<file path="src/rtl/axi2mem_tcdm_rd_unit_mp.sv">
// Multi-lane AXI-to-TCDM read unit: per-lane command FIFO, credit-limited
// single-word TCDM reads, response buffer and id/last tagged data output.
// Ports (per lane i, flattened as lane-major vectors):
//   trans_rd_*    : read command in (req/add/id/last) and gnt out
//   tcdm_*        : TCDM request out (req/add/we/wdata/be), gnt and r_* in
//   data_rd_*     : buffered read beat out (req/dat/id/last), gnt in
//   lane_idle_o   : no queued command and no credit in use

module axi2mem_tcdm_rd_unit_mp_fifo #(
  parameter int W     = 8,
  parameter int DEPTH = 2,
  parameter int CW    = $clog2(DEPTH + 1)
) (
  input  logic          clk_i,
  input  logic          rst_i,
  input  logic          push_i,
  input  logic [W-1:0]  data_i,
  input  logic          pop_i,
  output logic [W-1:0]  data_o,
  output logic [CW-1:0] cnt_o
);
  localparam int PW = (DEPTH > 1) ? $clog2(DEPTH) : 1;

  logic [W-1:0]  mem_q [DEPTH];
  logic [W-1:0]  mem_d [DEPTH];
  logic [PW-1:0] wr_q, wr_d;
  logic [PW-1:0] rd_q, rd_d;
  logic [CW-1:0] cnt_q, cnt_d;

  always_comb begin
    mem_d = mem_q;
    wr_d  = wr_q;
    rd_d  = rd_q;
    if (push_i) begin
      mem_d[wr_q] = data_i;
      wr_d = (wr_q == PW'(DEPTH - 1)) ? '0 : wr_q + 1'b1;
    end
    if (pop_i) begin
      rd_d = (rd_q == PW'(DEPTH - 1)) ? '0 : rd_q + 1'b1;
    end
    cnt_d = cnt_q + CW'(push_i) - CW'(pop_i);
  end

  // Storage is cleared too so the outputs read zero right after reset.
  always_ff @(posedge clk_i or posedge rst_i) begin
    if (rst_i) begin
      for (int k = 0; k < DEPTH; k++) mem_q[k] <= '0;
      wr_q  <= '0;
      rd_q  <= '0;
      cnt_q <= '0;
    end else begin
      mem_q <= mem_d;
      wr_q  <= wr_d;
      rd_q  <= rd_d;
      cnt_q <= cnt_d;
    end
  end

  assign data_o = mem_q[rd_q];
  assign cnt_o  = cnt_q;
endmodule

module axi2mem_tcdm_rd_unit_mp #(
  parameter int NB_PORTS        = 2,
  parameter int ADDR_WIDTH      = 32,
  parameter int DATA_WIDTH      = 32,
  parameter int ID_WIDTH        = 6,
  parameter int CMD_DEPTH       = 2,
  parameter int MAX_OUTSTANDING = 2
) (
  input  logic                             clk_i,
  input  logic                             rst_i,
  input  logic [NB_PORTS-1:0]              trans_rd_req_i,
  input  logic [NB_PORTS*ADDR_WIDTH-1:0]   trans_rd_add_i,
  input  logic [NB_PORTS*ID_WIDTH-1:0]     trans_rd_id_i,
  input  logic [NB_PORTS-1:0]              trans_rd_last_i,
  output logic [NB_PORTS-1:0]              trans_rd_gnt_o,
  output logic [NB_PORTS-1:0]              tcdm_req_o,
  output logic [NB_PORTS*ADDR_WIDTH-1:0]   tcdm_add_o,
  output logic [NB_PORTS-1:0]              tcdm_we_o,
  output logic [NB_PORTS*DATA_WIDTH-1:0]   tcdm_wdata_o,
  output logic [NB_PORTS*DATA_WIDTH/8-1:0] tcdm_be_o,
  input  logic [NB_PORTS-1:0]              tcdm_gnt_i,
  input  logic [NB_PORTS*DATA_WIDTH-1:0]   tcdm_r_rdata_i,
  input  logic [NB_PORTS-1:0]              tcdm_r_valid_i,
  output logic [NB_PORTS-1:0]              data_rd_req_o,
  output logic [NB_PORTS*DATA_WIDTH-1:0]   data_rd_dat_o,
  output logic [NB_PORTS*ID_WIDTH-1:0]     data_rd_id_o,
  output logic [NB_PORTS-1:0]              data_rd_last_o,
  input  logic [NB_PORTS-1:0]              data_rd_gnt_i,
  output logic [NB_PORTS-1:0]              lane_idle_o
);
  localparam int CRW = $clog2(MAX_OUTSTANDING + 1);
  localparam int CCW = $clog2(CMD_DEPTH + 1);
  localparam int CMW = ID_WIDTH + 1 + ADDR_WIDTH;
  localparam int MW  = ID_WIDTH + 1;

  assign tcdm_we_o    = '0;
  assign tcdm_wdata_o = '0;
  assign tcdm_be_o    = '1;

  for (genvar i = 0; i < NB_PORTS; i++) begin : g_lane
    logic [CMW-1:0]        cmd_in, cmd_head;
    logic [CCW-1:0]        cmd_cnt;
    logic [MW-1:0]         meta_head;
    logic [CRW-1:0]        meta_cnt, resp_cnt;
    logic [CRW-1:0]        credits_q, credits_d;
    logic [DATA_WIDTH-1:0] resp_head;
    logic cmd_push, cmd_empty, cmd_full;
    logic issue, resp_push, out_pop, resp_empty;

    assign cmd_in = {trans_rd_id_i[i*ID_WIDTH +: ID_WIDTH],
                     trans_rd_last_i[i],
                     trans_rd_add_i[i*ADDR_WIDTH +: ADDR_WIDTH]};

    assign cmd_full   = (cmd_cnt == CCW'(CMD_DEPTH));
    assign cmd_empty  = (cmd_cnt == '0);
    assign cmd_push   = trans_rd_req_i[i] && !cmd_full;
    assign tcdm_req_o[i] = !cmd_empty &&
                           (credits_q < CRW'(MAX_OUTSTANDING));
    assign issue      = tcdm_req_o[i] && tcdm_gnt_i[i];

    // meta_cnt tracks granted-but-unconsumed reads; a response is
    // only accepted while some grant is still unanswered.
    assign resp_push  = tcdm_r_valid_i[i] && (meta_cnt > resp_cnt);
    assign resp_empty = (resp_cnt == '0);
    assign out_pop    = !resp_empty && data_rd_gnt_i[i];

    axi2mem_tcdm_rd_unit_mp_fifo #(
      .W(CMW), .DEPTH(CMD_DEPTH)
    ) u_cmd (
      .clk_i, .rst_i,
      .push_i(cmd_push), .data_i(cmd_in),
      .pop_i(issue), .data_o(cmd_head), .cnt_o(cmd_cnt)
    );

    axi2mem_tcdm_rd_unit_mp_fifo #(
      .W(MW), .DEPTH(MAX_OUTSTANDING)
    ) u_meta (
      .clk_i, .rst_i,
      .push_i(issue), .data_i(cmd_head[CMW-1:ADDR_WIDTH]),
      .pop_i(out_pop), .data_o(meta_head), .cnt_o(meta_cnt)
    );

    axi2mem_tcdm_rd_unit_mp_fifo #(
      .W(DATA_WIDTH), .DEPTH(MAX_OUTSTANDING)
    ) u_resp (
      .clk_i, .rst_i,
      .push_i(resp_push),
      .data_i(tcdm_r_rdata_i[i*DATA_WIDTH +: DATA_WIDTH]),
      .pop_i(out_pop), .data_o(resp_head), .cnt_o(resp_cnt)
    );

    always_comb begin
      credits_d = credits_q + CRW'(issue) - CRW'(out_pop);
    end

    always_ff @(posedge clk_i or posedge rst_i) begin
      if (rst_i) credits_q <= '0;
      else       credits_q <= credits_d;
    end

    assign trans_rd_gnt_o[i] = !cmd_full;
    assign tcdm_add_o[i*ADDR_WIDTH +: ADDR_WIDTH] =
      cmd_head[ADDR_WIDTH-1:0];
    assign data_rd_req_o[i] = !resp_empty;
    assign data_rd_dat_o[i*DATA_WIDTH +: DATA_WIDTH] = resp_head;
    assign data_rd_id_o[i*ID_WIDTH +: ID_WIDTH] = meta_head[MW-1:1];
    assign data_rd_last_o[i] = meta_head[0];
    assign lane_idle_o[i] = cmd_empty && (credits_q == '0);
  end
endmodule
</file>
<file path="config.mk">
export PLATFORM = sky130hd
export DESIGN_NAME = axi2mem_tcdm_rd_unit_mp
export DESIGN_NICKNAME = d
export VERILOG_FILES = /design/src/rtl/axi2mem_tcdm_rd_unit_mp.sv
export SDC_FILE = /design/constraint.sdc
export NUM_CORES = 1
export LEC_CHECK = 0
export ABC_AREA = 1
export CAP_MARGIN = 30
export CORE_MARGIN = 2
export CORE_UTILIZATION = 46
export DETAILED_ROUTE_END_ITERATION = 10
export PLACE_DENSITY = 0.77
export SYNTH_ARGS = -nofsm -noshare
export SYNTH_HDL_FRONTEND = slang
export SYNTH_SLANG_ARGS = --single-unit
</file>
<file path="constraint.sdc">
create_clock -name clk_i -period 10.6 [get_ports clk_i]
set_input_delay 1.59 -clock clk_i [delete_from_list [all_inputs] [get_ports clk_i]]
set_output_delay 1.59 -clock clk_i [all_outputs]
set_load 0.005 [all_outputs]
</file>
==> flow_results.xml <==
<?xml version="1.0" encoding="UTF-8"?>
<metrics>
  <group name="setup_path">
    <metric name="critical_path_class" unit="">flip-flop to output pin</metric>
    <metric name="depth_of_the_worst_register_to_register_path" unit="">10</metric>
    <metric name="crit_path_start_kind" unit="">flip-flop</metric>
    <metric name="cp_max_fanout" unit="">40</metric>
    <metric name="type_of_destination_of_the_critical_path" unit="">output pin</metric>
    <metric name="wp_data_required" unit="ns">9.01</metric>
    <metric name="setup.worst_path.start" unit="">g_lane[1].u_cmd.rd_q</metric>
    <metric name="regToRegSetupSlack" unit="ns">7.41</metric>
    <metric name="worst_r2r_endpoint" unit="">g_lane[0].u_resp.mem_q[45]</metric>
    <metric name="critical_path.reg2reg.startpoint" unit="">g_lane[0].u_resp.cnt_o[1]</metric>
    <metric name="critPathArrivalTime" unit="ns">2.89</metric>
  </group>
  <group name="timing">
    <metric name="period_minus_slack" unit="ns">4.48</metric>
    <metric name="timing.final.ws_setup" unit="ns">6.12</metric>
    <metric name="setup_violations" unit="">0</metric>
    <metric name="max_freq" unit="GHz">0.223</metric>
    <metric name="skew" unit="ns">0.0120</metric>
    <metric name="final-hold-violation-count" unit="">0</metric>
    <metric name="setup_repair_after_global_routing_missed_its_margin" unit="">no</metric>
    <metric name="timing.setup.tns" unit="ns">0</metric>
    <metric name="maxSlewViolCount" unit="">0</metric>
    <metric name="tightest_slew" unit="ns">1.09</metric>
    <metric name="timing.final.crit_share" unit="">0.422</metric>
    <metric name="max-slew-margin-rel" unit="">0.276</metric>
  </group>
  <group name="synth">
    <metric name="post_synth_num_cell_types" unit="">29</metric>
    <metric name="synth-seq-cells" unit="">340</metric>
    <metric name="mean_post_synth_cell_area" unit="um^2">8.08</metric>
    <metric name="synth_top_cell_area_share" unit="">0.529</metric>
    <metric name="yosys_most_used_dff" unit="">sky130_fd_sc_hd__dfrtp_1</metric>
    <metric name="synth-edff-count" unit="">0</metric>
    <metric name="post_synth_instance_area" unit="um^2">16100</metric>
    <metric name="synth.largest_area_cell" unit="">sky130_fd_sc_hd__dfrtp_1</metric>
    <metric name="post-synth-top-count-cell" unit="">sky130_fd_sc_hd__nand2_1</metric>
    <metric name="synth_seq_area_share" unit="">0.529</metric>
    <metric name="count_of_warnings_emitted_by_yosys" unit="">0</metric>
    <metric name="synth.top_cells.by_count" unit="">821 x sky130_fd_sc_hd__nand2_1, 340 x sky130_fd_sc_hd__dfrtp_1, 258 x sky130_fd_sc_hd__o21ai_0</metric>
    <metric name="synthCells" unit="">1990</metric>
    <metric name="async_reset_ff_frac" unit="">1.00</metric>
    <metric name="netlist_top_cells_area" unit="">sky130_fd_sc_hd__dfrtp_1 53%, sky130_fd_sc_hd__nand2_1 19%, sky130_fd_sc_hd__o21ai_0 8.0%</metric>
  </group>
  <group name="placement">
    <metric name="dp_hpwl" unit="um">24600</metric>
    <metric name="routability_cong" unit="">0.814</metric>
    <metric name="dp_worst_setup_slack" unit="ns">6.17</metric>
    <metric name="placedInstanceArea" unit="um^2">18700</metric>
    <metric name="place.detailed.instances" unit="">2598</metric>
    <metric name="io_buffer_count" unit="">301</metric>
  </group>
  <group name="detailed_routing">
    <metric name="drtIter0Drc" unit="">793</metric>
    <metric name="antenna_violating_nets_post_route" unit="">0</metric>
    <metric name="detail_route.wirelength" unit="um">37900</metric>
    <metric name="vias_per_cell" unit="">4.85</metric>
    <metric name="route.detailed.drc" unit="">0</metric>
    <metric name="drt_first_pass_iters" unit="">5</metric>
    <metric name="wire_per_inst" unit="um">14.2</metric>
    <metric name="routed-via-count" unit="">12900</metric>
  </group>
  <group name="cells_and_area">
    <metric name="n_antenna_cell" unit="">0</metric>
    <metric name="ff_latch_area" unit="um^2">8510</metric>
    <metric name="nets" unit="">2352</metric>
    <metric name="fin_util" unit="">0.581</metric>
    <metric name="final_cell_count_without_fillers" unit="">2665</metric>
    <metric name="fill_cells" unit="">2971</metric>
    <metric name="multi_input_comb_area" unit="um^2">5740</metric>
    <metric name="area_growth" unit="%">24.5</metric>
    <metric name="drive_gt1_frac" unit="">0.0421</metric>
    <metric name="fin_area" unit="um^2">20000</metric>
  </group>
  <group name="power">
    <metric name="clock_power_share" unit="">0.206</metric>
    <metric name="combinationalPowerShare" unit="">0.443</metric>
    <metric name="p_per_area" unit="nW/um^2">319</metric>
    <metric name="cell_internal_pwr" unit="mW">4.02</metric>
    <metric name="power.share.switching" unit="">0.369</metric>
    <metric name="netSwitchingPower" unit="mW">2.35</metric>
    <metric name="cellLeakagePower" unit="nW">10.1</metric>
    <metric name="power.ir.vdd_worst" unit="mV">0.191</metric>
    <metric name="seqPwrFrac" unit="">0.351</metric>
  </group>
  <group name="die">
    <metric name="design.core.area" unit="um^2">34500</metric>
    <metric name="floorplan.rows" unit="">68</metric>
    <metric name="floorplan.die_area" unit="um^2">36500</metric>
    <metric name="initial_core_util" unit="">0.467</metric>
    <metric name="ios" unit="">376</metric>
    <metric name="die_h" unit="um">191</metric>
    <metric name="die-width" unit="um">191</metric>
  </group>
  <group name="grt">
    <metric name="global_route.overflow_total" unit="">0</metric>
    <metric name="globalRouteTotalUtil" unit="">0.205</metric>
    <metric name="grt_max_degree" unit="">181</metric>
    <metric name="vias_in_the_first_global_route" unit="">12700</metric>
    <metric name="antenna_found_initial" unit="">0</metric>
    <metric name="first_pass_grt_wire_length" unit="um">61700</metric>
  </group>
  <group name="clock_tree">
    <metric name="tritoncts" unit="">done</metric>
    <metric name="holdBufCountCts" unit="">0</metric>
    <metric name="post_cts.repair.setup_buffers" unit="">0</metric>
    <metric name="clkSlewWorstSetupHoldPaths" unit="ns">0.06</metric>
    <metric name="number_of_buffers_added_by_the_clock_tree_synthesis_step" unit="">38</metric>
    <metric name="cts_max_path_buffers" unit="">3</metric>
    <metric name="cts_root_buffer" unit="">sky130_fd_sc_hd__clkbuf_16</metric>
    <metric name="htreeDepth" unit="">2</metric>
    <metric name="cts.sink_count" unit="">340</metric>
    <metric name="cts-resized-gates" unit="">0</metric>
    <metric name="insertion_delay" unit="ns">0.51</metric>
  </group>
  <group name="outcome">
    <metric name="status" unit="">finished, final reports clean</metric>
  </group>
  <group name="hold_path">
    <metric name="hold_path_class" unit="">flip-flop to flip-flop</metric>
    <metric name="hold_path_startpoint" unit="">g_lane[1].u_resp.mem_q[51]</metric>
    <metric name="worst_hold_path.endpoint" unit="">g_lane[1].u_resp.mem_q[51]</metric>
    <metric name="hold_path_depth" unit="">2</metric>
  </group>
  <group name="run">
    <metric name="max_cap_viol_count" unit="">0</metric>
  </group>
</metrics>
## worst max-delay path by stage
stage / slack [ns] / cells after the start / endpoint
2_1_floorplan: 4.46 / 1 / g_lane[0].credits_q[0]
3_3_place_gp: 5.65 / 7 / g_lane[1].u_resp.mem_q[59]
3_5_place_dp: 6.17 / 8 / g_lane[0].u_resp.mem_q[60]
4_1_cts: 5.93 / 4 / data_rd_dat_o[63]
5_1_grt: 5.95 / 6 / tcdm_add_o[57]
6_report: 6.12 / 6 / tcdm_add_o[57]
## power groups by stage
stage               combinational [mW]  clock [mW]  sequential (mW)
floorplan                         1.81           0             2.17
global placement                  2.65           0             2.24
detailed placement                2.81           0             2.25
finish                            2.83        1.31             2.24
global route                      3.19        1.40             2.31
CTS                               2.84        1.34             2.24
## kinds of logic (layout without fill, tap and decap cells)
group           after synthesis  count (layout)  synth area share
compound gates              301             301            0.0944
xor+xnor                     23              23            0.0125
buf+inv                     397             545             0.131
fa+ha+maj                    15              15            0.0117
flops                       340             340             0.529
other cells                   2              74          0.000467
simple gates                912             912             0.221
## worst max-delay path: stages (launching register included)
cell and delay, ns:
sky130_fd_sc_hd__dfrtp_1 0.37, sky130_fd_sc_hd__buf_4 0.28, sky130_fd_sc_hd__inv_1 0.62, sky130_fd_sc_hd__buf_4 0.39, sky130_fd_sc_hd__nand2_1 0.08, sky130_fd_sc_hd__nand2_1 0.07, sky130_fd_sc_hd__clkdlybuf4s50_1 0.56
## state kept, by name, indices dropped and copies added, names as in the netlist
name / count
g_lane.u_resp.mem_q: 128
g_lane.u_meta.cnt_o: 4
g_lane.u_cmd.mem_q: 156
g_lane.u_meta.mem_q: 28
g_lane.u_cmd.wr_q: 2
g_lane.u_cmd.rd_q: 2
g_lane.u_resp.rd_q: 2
g_lane.u_resp.wr_q: 2
g_lane.credits_q: 4
g_lane.u_meta.rd_q: 2
g_lane.u_resp.cnt_o: 4
g_lane.u_cmd.cnt_o: 4
g_lane.u_meta.wr_q: 2
## final cells by class
class | count | area share
clock buffers | 61 | 0.0590
clock inverters | 4 | 0.00381
inverters | 157 | 0.0296
multi-input cells | 1325 | 0.287
flip-flops and latches | 340 | 0.425
well taps | 455 | 0.0285
repair buffers | 323 | 0.167
## through the flow
| stage | hold slack (ns) | total power, mW |
|---|---|---|
| 2_1_floorplan | 0.442 | 3.98 |
| 3_3_place_gp | 0.453 | 4.88 |
| 3_5_place_dp | 0.458 | 5.07 |
| 4_1_cts | 0.472 | 6.43 |
| 5_1_grt | 0.487 | 6.91 |
| 6_report | 0.471 | 6.38 |
## layout by cell type (no fill, tap or decap), types with 2 or more instances in the layout
cell                              count
sky130_fd_sc_hd__nand2_1            819
sky130_fd_sc_hd__dfrtp_1            340
sky130_fd_sc_hd__clkdlybuf4s50_1    301
sky130_fd_sc_hd__o21ai_0            258
sky130_fd_sc_hd__inv_1              149
sky130_fd_sc_hd__conb_1              74
sky130_fd_sc_hd__nand3_1             67
sky130_fd_sc_hd__clkbuf_16           41
sky130_fd_sc_hd__o21ai_1             38
sky130_fd_sc_hd__xor2_1              17
sky130_fd_sc_hd__ha_1                15
sky130_fd_sc_hd__clkbuf_1            12
sky130_fd_sc_hd__buf_4               12
sky130_fd_sc_hd__nor2_1               9
sky130_fd_sc_hd__clkbuf_8             8
sky130_fd_sc_hd__nand2_2              6
sky130_fd_sc_hd__xnor2_1              6
sky130_fd_sc_hd__buf_16               6
sky130_fd_sc_hd__nor2_2               4
sky130_fd_sc_hd__clkinv_1             4
sky130_fd_sc_hd__inv_2                3
sky130_fd_sc_hd__or2_2                2
sky130_fd_sc_hd__o21bai_1             2
sky130_fd_sc_hd__a21boi_0             2
sky130_fd_sc_hd__bufinv_16            2
sky130_fd_sc_hd__buf_8                2
sky130_fd_sc_hd__buf_12               2
## layer usage
layer	track usage	wire (um)	vias to the layer above
met3	0.0479	3070	60
met1	0.270	15700	6071
li1	-	-	6338
met5	0	0	-
met2	0.334	18000	450
met4	0.0677	1100	0
(Power assumes the default switching activity.)
